<file path="config.mk">
export PLATFORM = sky130hd
export DESIGN_NAME = inport_capture
export DESIGN_NICKNAME = d
export VERILOG_FILES = /design/src/rtl/inport_capture_pkg.sv /design/src/rtl/inport_capture_sync.sv /design/src/rtl/inport_capture.sv
export SDC_FILE = /design/constraint.sdc
export NUM_CORES = 1
export LEC_CHECK = 0
export CAP_MARGIN = 15
export CORE_UTILIZATION = 44
export DETAILED_ROUTE_END_ITERATION = 8
export PLACE_DENSITY = 0.72
export SYNTH_ARGS = -nofsm -noshare
export SYNTH_HDL_FRONTEND = slang
export SYNTH_SLANG_ARGS = --single-unit
</file>
<file path="constraint.sdc">
create_clock -name clk -period 1.5 [get_ports clk]
set_input_delay 0.375 -clock clk [delete_from_list [all_inputs] [get_ports clk]]
set_output_delay 0.375 -clock clk [all_outputs]
set_load 0.01 [all_outputs]
</file>
<file path="src/rtl/inport_capture_pkg.sv">
// Shared sizing for the picoMIPS input-port front-end.
// Holds the default bus width, the debounce length and the counter-width helper.
package inport_capture_pkg;

    localparam int DATA_BUS_SIZE       = 8;
    localparam int DEBOUNCE_CYCLES_DEF = 16;

    // Width needed for a counter that must be able to hold the value `cycles`.
    function automatic int cnt_width(input int cycles);
        return $clog2(cycles + 1);
    endfunction

endpackage

</file>
<file path="src/rtl/inport_capture_sync.sv">
// Two-flop synchroniser for asynchronous inputs entering the clk domain.
module sync_2ff #(
    parameter int W = 1
) (
    input  logic         clk,
    input  logic         n_reset,
    input  logic [W-1:0] d,
    output logic [W-1:0] q
);

    logic [W-1:0] meta_r;
    logic [W-1:0] sync_r;

    // Two-stage capture of d; the first stage may go metastable.
    always_ff @(posedge clk or negedge n_reset) begin
        if (!n_reset) begin
            meta_r <= {W{1'b0}};
            sync_r <= {W{1'b0}};
        end else begin
            meta_r <= d;
            sync_r <= meta_r;
        end
    end

    assign q = sync_r;

endmodule

</file>
<file path="src/rtl/inport_capture.sv">
// picoMIPS input port: synchronises switches and load button, debounces the button
// and latches the switch word once per clean press, flagging it valid until acked.
module inport_capture
    import inport_capture_pkg::*;
#(
    parameter int n               = DATA_BUS_SIZE,
    parameter int DEBOUNCE_CYCLES = DEBOUNCE_CYCLES_DEF
) (
    input  logic         clk,
    input  logic         n_reset,
    input  logic [n-1:0] sw_in,
    input  logic         load_btn,
    input  logic         ack,
    output logic [n-1:0] inport,
    output logic         inport_valid
);

    localparam int CNT_W = cnt_width(DEBOUNCE_CYCLES);

    // The counter is compared before it increments, so the terminal test uses
    // DEBOUNCE_CYCLES-2: the transition edge is the one where cnt reaches DEBOUNCE_CYCLES-1.
    localparam logic [CNT_W-1:0] CNT_TERM = CNT_W'(DEBOUNCE_CYCLES - 2);
    localparam logic [CNT_W-1:0] CNT_MAX  = {CNT_W{1'b1}};
    localparam logic [CNT_W-1:0] CNT_ZERO = {CNT_W{1'b0}};
    localparam logic [CNT_W-1:0] CNT_ONE  = CNT_W'(1);

    typedef enum logic [1:0] {
        IDLE    = 2'b00,
        PRESS   = 2'b01,
        HELD    = 2'b10,
        RELEASE = 2'b11
    } state_t;

    state_t           state_r;
    state_t           state_nxt;
    logic [CNT_W-1:0] cnt_r;
    logic [CNT_W-1:0] cnt_nxt;
    logic [CNT_W-1:0] cnt_inc_s;
    logic             capture_s;
    logic [n-1:0]     inport_r;
    logic             valid_r;
    logic [n-1:0]     sw_s;
    logic             btn_s;

    sync_2ff #(.W(n)) u_sync_sw (
        .clk     (clk),
        .n_reset (n_reset),
        .d       (sw_in),
        .q       (sw_s)
    );

    sync_2ff #(.W(1)) u_sync_btn (
        .clk     (clk),
        .n_reset (n_reset),
        .d       (load_btn),
        .q       (btn_s)
    );

    assign cnt_inc_s = (cnt_r == CNT_MAX) ? cnt_r : (cnt_r + CNT_ONE);

    // Debounce next-state logic and capture strobe.
    always_comb begin
        state_nxt = state_r;
        cnt_nxt   = cnt_r;
        capture_s = 1'b0;
        case (state_r)
            IDLE: begin
                cnt_nxt = CNT_ZERO;
                if (btn_s) begin
                    state_nxt = PRESS;
                end else begin
                    state_nxt = IDLE;
                end
            end
            PRESS: begin
                if (!btn_s) begin
                    state_nxt = IDLE;
                    cnt_nxt   = CNT_ZERO;
                end else if (cnt_r >= CNT_TERM) begin
                    state_nxt = HELD;
                    cnt_nxt   = CNT_ZERO;
                    capture_s = 1'b1;
                end else begin
                    cnt_nxt = cnt_inc_s;
                end
            end
            HELD: begin
                cnt_nxt = CNT_ZERO;
                if (!btn_s) begin
                    state_nxt = RELEASE;
                end else begin
                    state_nxt = HELD;
                end
            end
            RELEASE: begin
                if (btn_s) begin
                    state_nxt = HELD;
                    cnt_nxt   = CNT_ZERO;
                end else if (cnt_r >= CNT_TERM) begin
                    state_nxt = IDLE;
                    cnt_nxt   = CNT_ZERO;
                end else begin
                    cnt_nxt = cnt_inc_s;
                end
            end
            default: begin
                state_nxt = IDLE;
                cnt_nxt   = CNT_ZERO;
            end
        endcase
    end

    // State, counter and output registers; a capture overrides a same-cycle ack.
    always_ff @(posedge clk or negedge n_reset) begin
        if (!n_reset) begin
            state_r  <= IDLE;
            cnt_r    <= CNT_ZERO;
            inport_r <= {n{1'b0}};
            valid_r  <= 1'b0;
        end else begin
            state_r <= state_nxt;
            cnt_r   <= cnt_nxt;
            if (capture_s) begin
                inport_r <= sw_s;
                valid_r  <= 1'b1;
            end else if (ack) begin
                valid_r  <= 1'b0;
            end else begin
                valid_r  <= valid_r;
            end
        end
    end

    assign inport       = inport_r;
    assign inport_valid = valid_r;

endmodule

</file>
# Yosys cells after proc, flatten, opt, wreduce, memory -nomap -nowiden
# Index checks and enable logic that the tools add are counted.
op_classes:
  add_sub_neg: 1
  muxes: 17
  n_reduce_logical: 4
  magnitude_cmp: 1
  n_eq_ne: 6
ops:
  columns: ["operator", "n"]
  rows:
  - ["2-to-1 mux 5 bit", 4]
  - ["one-hot mux 5 bit (3 select lines)", 1]
  - ["2-to-1 mux 2 bit", 4]
  - ["one-hot mux 2 bit (4 select lines)", 1]
  - ["2-to-1 mux 1 bit", 7]
  - ["adder 5 x 1 -> 5 bit, second input constant", 1]
  - ["equality test 5 bit, second input constant", 1]
  - ["greater-or-equal comparator 5 x 4 -> 1 bit, second input constant", 1]
  - ["equality test 2 bit, second input constant", 2]
  - ["inequality test 3 x 2 -> 1 bit, second input constant", 1]
  - ["inequality test 3 bit, second input constant", 1]
  - ["equality test 2 x 1 -> 1 bit, second input constant", 1]
  - ["logical NOT 2 bit", 1]
  - ["AND reduction 2 bit", 1]
  - ["nonzero test 2 bit", 1]
  - ["OR reduction 2 bit", 1]
totals:
  elab_cells: 37
  reg_bits: 34
  output_inout_bits: 9

# Logic depth before layout (Yosys ltp)
# Gate-level depths: netlist (run 1).
depth:
  depth_word: 5
  ltp_mapped: 5

# By module
# Synthesis (run 1) repeated with hierarchy kept, for this count alone.
unflattened:
  hier_cells: 67
  area_unflattened_um2: 1121.1
modules_own_cells:
  columns: ["module", "area_per_inst_um2", "n_inst", "cells_per_inst"]
  rows:
  - ["inport_capture", 670.6, 1, 49]
  - ["sync_2ff at u_sync_sw", 400.4, 1, 16]
  - ["sync_2ff at u_sync_btn", 50.0, 1, 2]

# Worst setup path before layout (run 1)
# Ideal clock, no wire load.
synth_timing:
  path_kind: "register to register"
  from: "reg cnt_r[0]"
  to: "reg inport_r[0] (netlist: inport[0])"
  synth_period_minus_slack_ps: 1597
  path_buffers: 0
  stages_incl_launch_ff: 6
  setup_slack_ps: -97
  arrival_time_ps: 1472
  required_time_ps: 1375
  setup_ps: 125
  cell_sequence: "dfrtp_1 > inv_1 > ha_1 > o211a_4 > o2111ai_4 > mux2_2"
synth_between:
  elab_chain_cells: 4
synth_rtl:
  columns: ["item", "line_no", "source"]
  rows:
  - ["from (decl)", "inport_capture.sv:36", "logic [CNT_W-1:0] cnt_r;"]
  - ["from (signal assigned)", "inport_capture.sv:122", "cnt_r <= cnt_nxt;"]
  - ["greater-or-equal comparator 5 x 4 -> 1 bit", "inport_capture.sv:79", "end else if (cnt_r >= CNT_TERM) begin"]
  - ["2-to-1 mux 1 bit", "inport_capture.sv:79", null]
  - ["2-to-1 mux 1 bit", "inport_capture.sv:76", "if (!btn_s) begin"]
  - ["2-to-1 mux 1 bit", "inport_capture.sv:66", "case (state_r)"]
  - ["to (signal assigned)", "inport_capture.sv:118", "inport_r <= {n{1'b0}};"]
  - ["to (signal assigned)", "inport_capture.sv:124", "inport_r <= sw_s;"]
  - ["to (decl)", "inport_capture.sv:40", "logic [n-1:0] inport_r;"]
# No other way between the ends.
# A chain may end at the register's enable or synchronous reset.

# Final worst setup path (run 1)
layout_timing:
  from: "reg cnt_r[1]"
  to: "reg inport_r[6] (netlist: inport[6])"
# The elaborated chain is that of the path after synthesis.

==> impl_metrics.json, run 1 <==
{
  "htreeDepth": 2,
  "synth_cell_types": 18,
  "synthesis.instances": 67,
  "post_drt_wl_per_cell_um": 11.6,
  "cts-root-buf": "clkbuf_4",
  "rsz0062_at_grt": "true",
  "min_from": "u_sync_sw.meta_r[1]",
  "core_area_sq_mm": 0.00245,
  "status": "finished with violations",
  "die_w_um": 52.7,
  "synth-main-ff-cell": "dfrtp_1",
  "clock_latency_ps": 310,
  "required_ps": 1700,
  "avgSynthCellArea_sq_um": 16.9,
  "total_power_w": 0.00145,
  "clock_sinks": 34,
  "dieArea_sq_mm": 0.00278,
  "ys_seq_area_frac": 0.751,
  "holdWs_ps": 355,
  "yosysMostFrequentCell": "dfrtp_1",
  "grt_usage": 0.135,
  "drc": 0,
  "timing.rr.start": "cnt_r[1]",
  "synth-async-reset-ratio": 1.00,
  "synth_edf_count": 0,
  "drtAntennaViolNets": 0,
  "drive_gt1_frac": 0.270,
  "finClkSkew_ps": 7.13,
  "rr_endpoint": "inport[6]",
  "relSlewSlack": 0.835,
  "yosys-top-cells-count": "34 x dfrtp_1, 9 x mux2_2, 3 x a21oi_1, 3 x inv_1",
  "fmax_mhz": 613,
  "ioPinCount": 21,
  "place_ws_ps": -156,
  "setup_viol": 9,
  "cts_tree": "yes",
  "timing.final.ws_setup_ps": -131,
  "grt_pass1_wl_um": 2490,
  "die_h_um": 52.7,
  "drt_first_iter_violations": 1,
  "synth_top_area_share": 0.751,
  "syn2layout_area_growth_pct": 32.2,
  "min_path_cells": 0,
  "synth_area_sq_mm": 0.00113,
  "fin_crit_sh": 1.09,
  "grt_max_degree": 35,
  "synthTopCellsByArea": "dfrtp_1 75%, mux2_2 9.0%, o2111ai_4 2.3%, ha_1 2.2%, o211a_4 1.5%",
  "ir_worst_vdd_v": 0.000762,
  "placement_rows": 18,
  "place_congestion": 0.733,
  "clk_pin_slew_worst_paths_ps": 90,
  "grt_pass1_vias": 627,
  "viasPerCell": 4.80,
  "overflow": 0,
  "hold_viol": 0,
  "ff2ff_path_depth": 5,
  "max_cap_violations": 0,
  "cts_hold_buf": 0,
  "synth-seq-cells": 34,
  "syn_nets": 81,
  "cts_made_buffers": 5,
  "yosysWarnings": 0,
  "end_kind": "flip-flop",
  "min_to": "u_sync_sw.q[1]",
  "worstMarginPinSlew_ps": 247,
  "antenna_found_initial": 0,
  "io_buffers": 20,
  "dpl.hpwl_um": 1090,
  "initial_core_util": 0.461,
  "cp_max_fo": 9,
  "final_nets": 114,
  "vias": 624,
  "maxSlewViolCount": 0,
  "p_per_area_mw_per_mm2": 970,
  "p_leak_nw": 0.771,
  "layout_min_cycle_time_ps": 1630,
  "critPathArrivalTime_ps": 1830,
  "r2r_slack_ps": -130,
  "antenna_cells": 0,
  "drt_first_pass_iters": 2,
  "startpoint_type": "flip-flop",
  "cts_max_path_buffers": 2,
  "totalWireLength_um": 1510,
  "yosys.area.top_type": "dfrtp_1",
  "path_class": "flip-flop to flip-flop",
  "hold_class": "flip-flop to flip-flop",
  "violations": "negative setup slack"
}
critical path, stage by stage (launching register included):
cell and delay [ps]:
dfrtp_1 390, ha_2 190, o211a_4 240, o2111ai_4 220, buf_12 150, mux2_2 320
worst max-delay path by stage:
stage | from | end | slack, ps | cells past startpoint
2_1_floorplan | cnt_r[0] | inport[0] | -90 | 5
3_3_place_gp | cnt_r[0] | inport[4] | -120 | 5
3_5_place_dp | cnt_r[0] | inport[0] | -160 | 5
4_1_cts | cnt_r[0] | inport[0] | -140 | 6
5_1_grt | cnt_r[0] | inport[5] | -180 | 6
6_report | cnt_r[1] | inport[6] | -130 | 5
power by group:
group	internal, W	switching (W)	leakage, nW
logic	0.0000393	0.0000280	0.310
registers	0.000944	0.0000107	0.430
clock network	0.000168	0.000261	0.0308
sequential cells by signal, summed over array words and instances, names as in the netlist, named ones only:
| name | count |
|---|---|
| cnt_r | 5 |
| inport_valid | 1 |
| state_r | 1 |
| u_sync_sw.q | 8 |
| u_sync_sw.meta_r | 8 |
| u_sync_btn.meta_r | 1 |
| u_sync_btn.q | 1 |
| inport | 8 |
stage by stage:
step | std cells | setup TNS (ps) | util | instance area [sq um]
global route | 130 | -1440 | 0.610 | 1500
CTS | 130 | -1160 | 0.604 | 1480
global placement | 122 | -884 | 0.581 | 1430
detailed placement | 122 | -1120 | 0.581 | 1430
finish | 130 | -993 | 0.610 | 1500
floorplan | 67 | -644 | - | 1140
layout by cell type, fill, tap and decap left out:
cell              n
clkinv_2          2
xor2_1            1
nand4_1           1
o2111ai_4         1
mux2_4            1
nand2_1           1
mux2_2            8
clkdlybuf4s50_1  11
clkbuf_4          5
ha_1              1
dlygate4sd2_1     8
buf_4             4
nor2_1            2
ha_2              1
nand4bb_2         1
nor3_2            1
buf_12            2
o21ai_0           2
dfrtp_1          34
and2_1            1
a21oi_1           3
inv_1             3
o211a_4           1
xnor2_1           1
dlymetal6s2s_1    1
and3_1            2
nand3_1           1
per-layer routing:
metal,vias to the layer above,wire [um],track usage
li1,296,-,-
met1,309,685,0.154
met2,15,716,0.198
met3,4,70,0.0551
met4,0,38,0.105
met5,-,0,0
logic make-up (layout without fill, tap and decap cells):
family / count (synthesis) / after routing / synth area share
multiplexers: 9 / 9 / 0.0895
flip-flops: 34 / 34 / 0.751
adder cells (fa/ha/maj): 2 / 2 / 0.0221
AO/OA/AOI/OAI: 7 / 7 / 0.0608
buffers and inverters: 3 / 36 / 0.00994
AND/OR/NAND/NOR: 10 / 10 / 0.0508
XOR/XNOR: 2 / 2 / 0.0155
cell type report:
class | count | area, sq um
clock buffers | 5 | 37.5
clock inverters | 2 | 10.0
well taps | 30 | 37.5
flip-flops and latches | 34 | 851
fillers | 189 | 958
multi-input cells | 30 | 287
repair buffers | 26 | 263
inverters | 3 | 11.3
timing repair:
item | CTS | global route
resized for setup | 8 | 3
setup endpoints to repair | 18 | 14
pin swaps | 1 | 1
setup buffers | 1 | 0
endpoints found under the hold margin | 0 | 0
Power figures use the tool's default switching activity.
==> run 2, diff against run 1 <==
--- a/config.mk
+++ b/config.mk
@@ -9,6 +9,8 @@
 export CORE_UTILIZATION = 44
 export DETAILED_ROUTE_END_ITERATION = 8
 export PLACE_DENSITY = 0.72
+export REMOVE_ABC_BUFFERS = 1
+export SETUP_SLACK_MARGIN = 0.4
 export SYNTH_ARGS = -nofsm -noshare
 export SYNTH_HDL_FRONTEND = slang
 export SYNTH_SLANG_ARGS = --single-unit
==> impl_metrics.json, run 2 (synthesis results as in run 1) <==
{
  "antenna_cells": 0,
  "setup_viol": 9,
  "drive_gt1_frac": 0.437,
  "drt_first_pass_iters": 2,
  "rsz0062_at_grt": "true",
  "hold_viol": 0,
  "clk_pin_slew_worst_paths_ps": 100,
  "path_class": "flip-flop to flip-flop",
  "drtAntennaViolNets": 0,
  "clock_sinks": 34,
  "layout_min_cycle_time_ps": 1650,
  "timing.final.ws_setup_ps": -150,
  "status": "finished with violations",
  "maxSlewViolCount": 0,
  "grt_pass1_wl_um": 2990,
  "final_nets": 117,
  "clock_latency_ps": 330,
  "io_buffers": 20,
  "totalWireLength_um": 1980,
  "vias": 667,
  "ff_latch_area_sq_um": 851,
  "required_ps": 1720,
  "drt_first_iter_violations": 3,
  "finClkSkew_ps": 9.13,
  "cts_made_buffers": 5,
  "worstMarginPinSlew_ps": 330,
  "cts_hold_buf": 0,
  "relSlewSlack": 0.779,
  "cts_max_path_buffers": 2,
  "startpoint_type": "flip-flop",
  "grt_pass1_vias": 659,
  "core_area_sq_mm": 0.00245,
  "viasPerCell": 5.02,
  "multiInputGateArea_sq_um": 337,
  "p_leak_nw": 0.759,
  "hold_class": "flip-flop to flip-flop",
  "p_per_area_mw_per_mm2": 967,
  "max_stage_delay_ps": 420,
  "die_h_um": 52.7,
  "dpl.hpwl_um": 1240,
  "cts-root-buf": "clkbuf_4",
  "fin_crit_sh": 1.10,
  "cp_max_fo": 9,
  "mostFrequentLayoutCells": "34 x dfrtp_1, 11 x clkdlybuf4s50_1, 8 x buf_2",
  "layoutNonFillerInstCount": 133,
  "ioPinCount": 21,
  "cts_tree": "yes",
  "dieArea_sq_mm": 0.00278,
  "end_kind": "flip-flop",
  "fmax_mhz": 606,
  "critPathArrivalTime_ps": 1870,
  "grt_usage": 0.167,
  "syn2layout_area_growth_pct": 35.8,
  "ir_worst_vdd_v": 0.000875,
  "grt_max_degree": 35,
  "nFillCells": 188,
  "crit_chain": "buf_4 -> o211a_4 -> o2111ai_4 -> buf_12 -> mux2_2",
  "place_congestion": 0.691,
  "htreeDepth": 2,
  "antenna_found_initial": 0,
  "post_drt_wl_per_cell_um": 14.9,
  "mostFrequentLayoutCell": "dfrtp_1",
  "max_cap_violations": 0,
  "crit_slowest_cell": "dfrtp_1",
  "final_area_sq_mm": 0.00154,
  "drc": 0,
  "placement_rows": 18,
  "dp.cells": 120,
  "violations": "negative setup slack",
  "place_area_sq_mm": 0.00141,
  "holdWs_ps": 356,
  "overflow": 0,
  "die_w_um": 52.7,
  "initial_core_util": 0.461,
  "total_power_w": 0.00149
}
run 2: cell types whose count changed in the layout (fill, tap and decap cells not counted), moves of 3 or more:
cell	before	now
buf_4	4	7
mux2_2	8	5
a21oi_2	0	3
dlygate4sd2_1	8	0
a21oi_1	3	0
mux2_4	1	4
buf_2	0	8
run 2: cell type report:
cell class	instances	share of cell area
sequential	34	0.553
multi-input combinational	30	0.219
timing repair buffer	29	0.165
clock buffer	5	0.0244
tap	30	0.0244
inverter	3	0.00732
clock inverter	2	0.00651
run 2: routing by layer:
metal | up-vias | track usage | wire (um)
met5 | - | 0 | 0
met4 | 0 | 0.0789 | 10
met2 | 18 | 0.249 | 1060
met3 | 2 | 0.0928 | 117
li1 | 301 | - | -
met1 | 346 | 0.194 | 795
run 2: worst paths after layout:
check / start / to / slack [ps] / cells past startpoint
hold / removal: u_sync_sw.meta_r[3] / u_sync_sw.q[3] / 360 / 0
setup / recovery: cnt_r[1] / inport[4] / -150 / 5
setup reg to reg: cnt_r[1] / inport[4] / -150 / 5
hold reg to reg: u_sync_sw.meta_r[3] / u_sync_sw.q[3] / 360 / 0
min in group asynchronous: n_reset / inport_valid / 400 / 2
max in group asynchronous: n_reset / async pin / 920 / 2
run 2: through the flow:
stage               setup WS [ps]  TNS (ps)   util
floorplan                   -97.1      -777      -
global route                 -212     -1720  0.626
detailed placement           -192     -1480  0.572
CTS                          -139     -1250  0.603
global placement             -132     -1020  0.572
finish                       -150     -1180  0.626
run 2: repair_timing:
action	CTS	global route
endpoints found under the hold margin	0	0
cloned	0	0
resized for setup	45	8
pin swaps	3	4
setup buffers	4	2
setup endpoints to repair	25	25
run 2: report_power, final:
part | total [W] | switching [W] | internal (W)
combinational | 0.0000784 | 0.0000331 | 0.0000453
clock | 0.000451 | 0.000283 | 0.000168
sequential | 0.000958 | 0.0000136 | 0.000944
run 2: worst max-delay path, delay by kind of cell, from the launching register on:
family | cells | cell delay (ps)
AO/OA/AOI/OAI | 2 | 470
flip-flops | 1 | 420
buffers and inverters | 2 | 320
multiplexers | 1 | 320
==> run 3, diff against run 2 <==
--- a/config.mk
+++ b/config.mk
@@ -6,6 +6,7 @@
 export NUM_CORES = 1
 export LEC_CHECK = 0
 export CAP_MARGIN = 15
+export CORE_MARGIN = 4
 export CORE_UTILIZATION = 44
 export DETAILED_ROUTE_END_ITERATION = 8
 export PLACE_DENSITY = 0.72
==> impl_metrics.json, run 3 (synthesis results as in run 1) <==
{
  "die_w_um": 58.7,
  "grt_pass1_vias": 692,
  "grt_pass1_wl_um": 2890,
  "clk_pin_slew_worst_paths_ps": 100,
  "r2r_slack_ps": -100,
  "status": "finished with violations",
  "cts_hold_buf": 0,
  "die_h_um": 58.7,
  "mostFrequentLayoutCells": "34 x dfrtp_1, 11 x clkdlybuf4s50_1, 8 x mux2_4, 8 x buf_2, 7 x buf_4",
  "timing.final.ws_setup_ps": -101,
  "io_buffers": 20,
  "cts_made_buffers": 5,
  "clock_sinks": 34,
  "totalWireLength_um": 1810,
  "dieArea_sq_mm": 0.00345,
  "maxSlewViolCount": 0,
  "drive_gt1_frac": 0.400,
  "dpl.hpwl_um": 1190,
  "layout_min_cycle_time_ps": 1600,
  "antenna_cells": 0,
  "path_class": "flip-flop to flip-flop",
  "cp_max_fo": 5,
  "mostFrequentLayoutCell": "dfrtp_1",
  "grt_max_degree": 35,
  "critical-path-top-delay-family": "compound AO/OA/AOI/OAI gates",
  "drc": 0,
  "drtAntennaViolNets": 0,
  "post_drt_wl_per_cell_um": 13.4,
  "violations": "negative setup slack",
  "max_cap_violations": 0,
  "viasPerCell": 4.87,
  "dp.cells": 120,
  "syn2layout_area_growth_pct": 35.6,
  "place_congestion": 0.665,
  "p_per_area_mw_per_mm2": 993,
  "final_area_sq_mm": 0.00154,
  "final_nets": 118,
  "vias": 658,
  "hold_class": "flip-flop to flip-flop",
  "required_ps": 1710,
  "fmax_mhz": 625,
  "rsz0062_at_grt": "true",
  "initial_core_util": 0.461,
  "cts-root-buf": "clkbuf_4",
  "worstMarginPinSlew_ps": 241,
  "core_area_sq_mm": 0.00245,
  "drt_first_iter_violations": 18,
  "overflow": 0,
  "drt_first_pass_iters": 2,
  "nFillCells": 202,
  "clock_latency_ps": 320,
  "finClkSkew_ps": 4.88,
  "end_kind": "flip-flop",
  "layoutNonFillerInstCount": 135,
  "ioPinCount": 21,
  "startpoint_type": "flip-flop",
  "placement_rows": 18,
  "crit_chain": "inv_1 -> ha_2 -> o211a_4 -> o2111ai_4 -> buf_6 -> mux2_4",
  "htreeDepth": 2,
  "setup_viol": 9,
  "cts_max_path_buffers": 2,
  "holdWs_ps": 355,
  "crit_slowest_cell": "dfrtp_1",
  "cts_tree": "yes",
  "grt_usage": 0.120,
  "ir_worst_vdd_v": 0.000686,
  "place_area_sq_mm": 0.00141,
  "relSlewSlack": 0.837,
  "p_leak_nw": 0.781,
  "critPathArrivalTime_ps": 1810,
  "path_buf_inv": 2,
  "finish.utilization": 0.625,
  "hold_viol": 0,
  "fin_crit_sh": 1.07,
  "max_stage_delay_ps": 350,
  "antenna_found_initial": 0
}
run 3: layout make-up:
| class | instances | area [sq um] | share of cell area |
|---|---|---|---|
| Clock buffer | 7 | 55.1 | 0.0359 |
| Clock inverter | 1 | 5.00 | 0.00326 |
| Inverter | 3 | 11.3 | 0.00733 |
| Multi-Input combinational cell | 30 | 319 | 0.208 |
| Sequential cell | 34 | 851 | 0.554 |
| Tap cell | 30 | 37.5 | 0.0244 |
| Timing Repair Buffer | 30 | 256 | 0.167 |
run 3: per-layer routing:
metal,vias up,share of wire,GRT usage
met5,-,0,0
met1,326,0.40,0.143
met2,22,0.49,0.174
li1,303,-,-
met4,0,0.030,0.0874
met3,7,0.077,0.0482
run 3: worst paths after layout:
kind,from,to,depth (start not counted)
worst max register to register,cnt_r[0],inport[3],6
worst min-delay path,u_sync_sw.meta_r[6],u_sync_sw.q[6],0
worst max-delay path,cnt_r[0],inport[3],6
min in group asynchronous,n_reset,u_sync_sw.meta_r[3],2
max in group asynchronous,n_reset,u_sync_btn.q,2
worst min register to register,u_sync_sw.meta_r[6],u_sync_sw.q[6],0
run 3: timing repair:
action,in CTS,in global routing
setup endpoints to repair,25,25
setup buffers,4,3
pin swaps,2,2
cloned,0,0
resized for setup,49,4
run 3: report_power, final:
group	leakage, nW	switching [W]	internal [W]
Combinational	0.316	0.0000292	0.0000402
Clock	0.0353	0.000273	0.000227
Sequential	0.430	0.0000110	0.000944
Total	0.781	0.000313	0.00121
run 3: metrics by stage:
stage	setup TNS (ps)	worst slack [ps]	total power (W)
2_1_floorplan	-777	-97.1	0.000979
3_3_place_gp	-1010	-133	0.00104
3_5_place_dp	-1390	-178	0.00104
4_1_cts	-1070	-138	0.00155
5_1_grt	-1320	-167	0.00160
6_report	-766	-101	0.00152
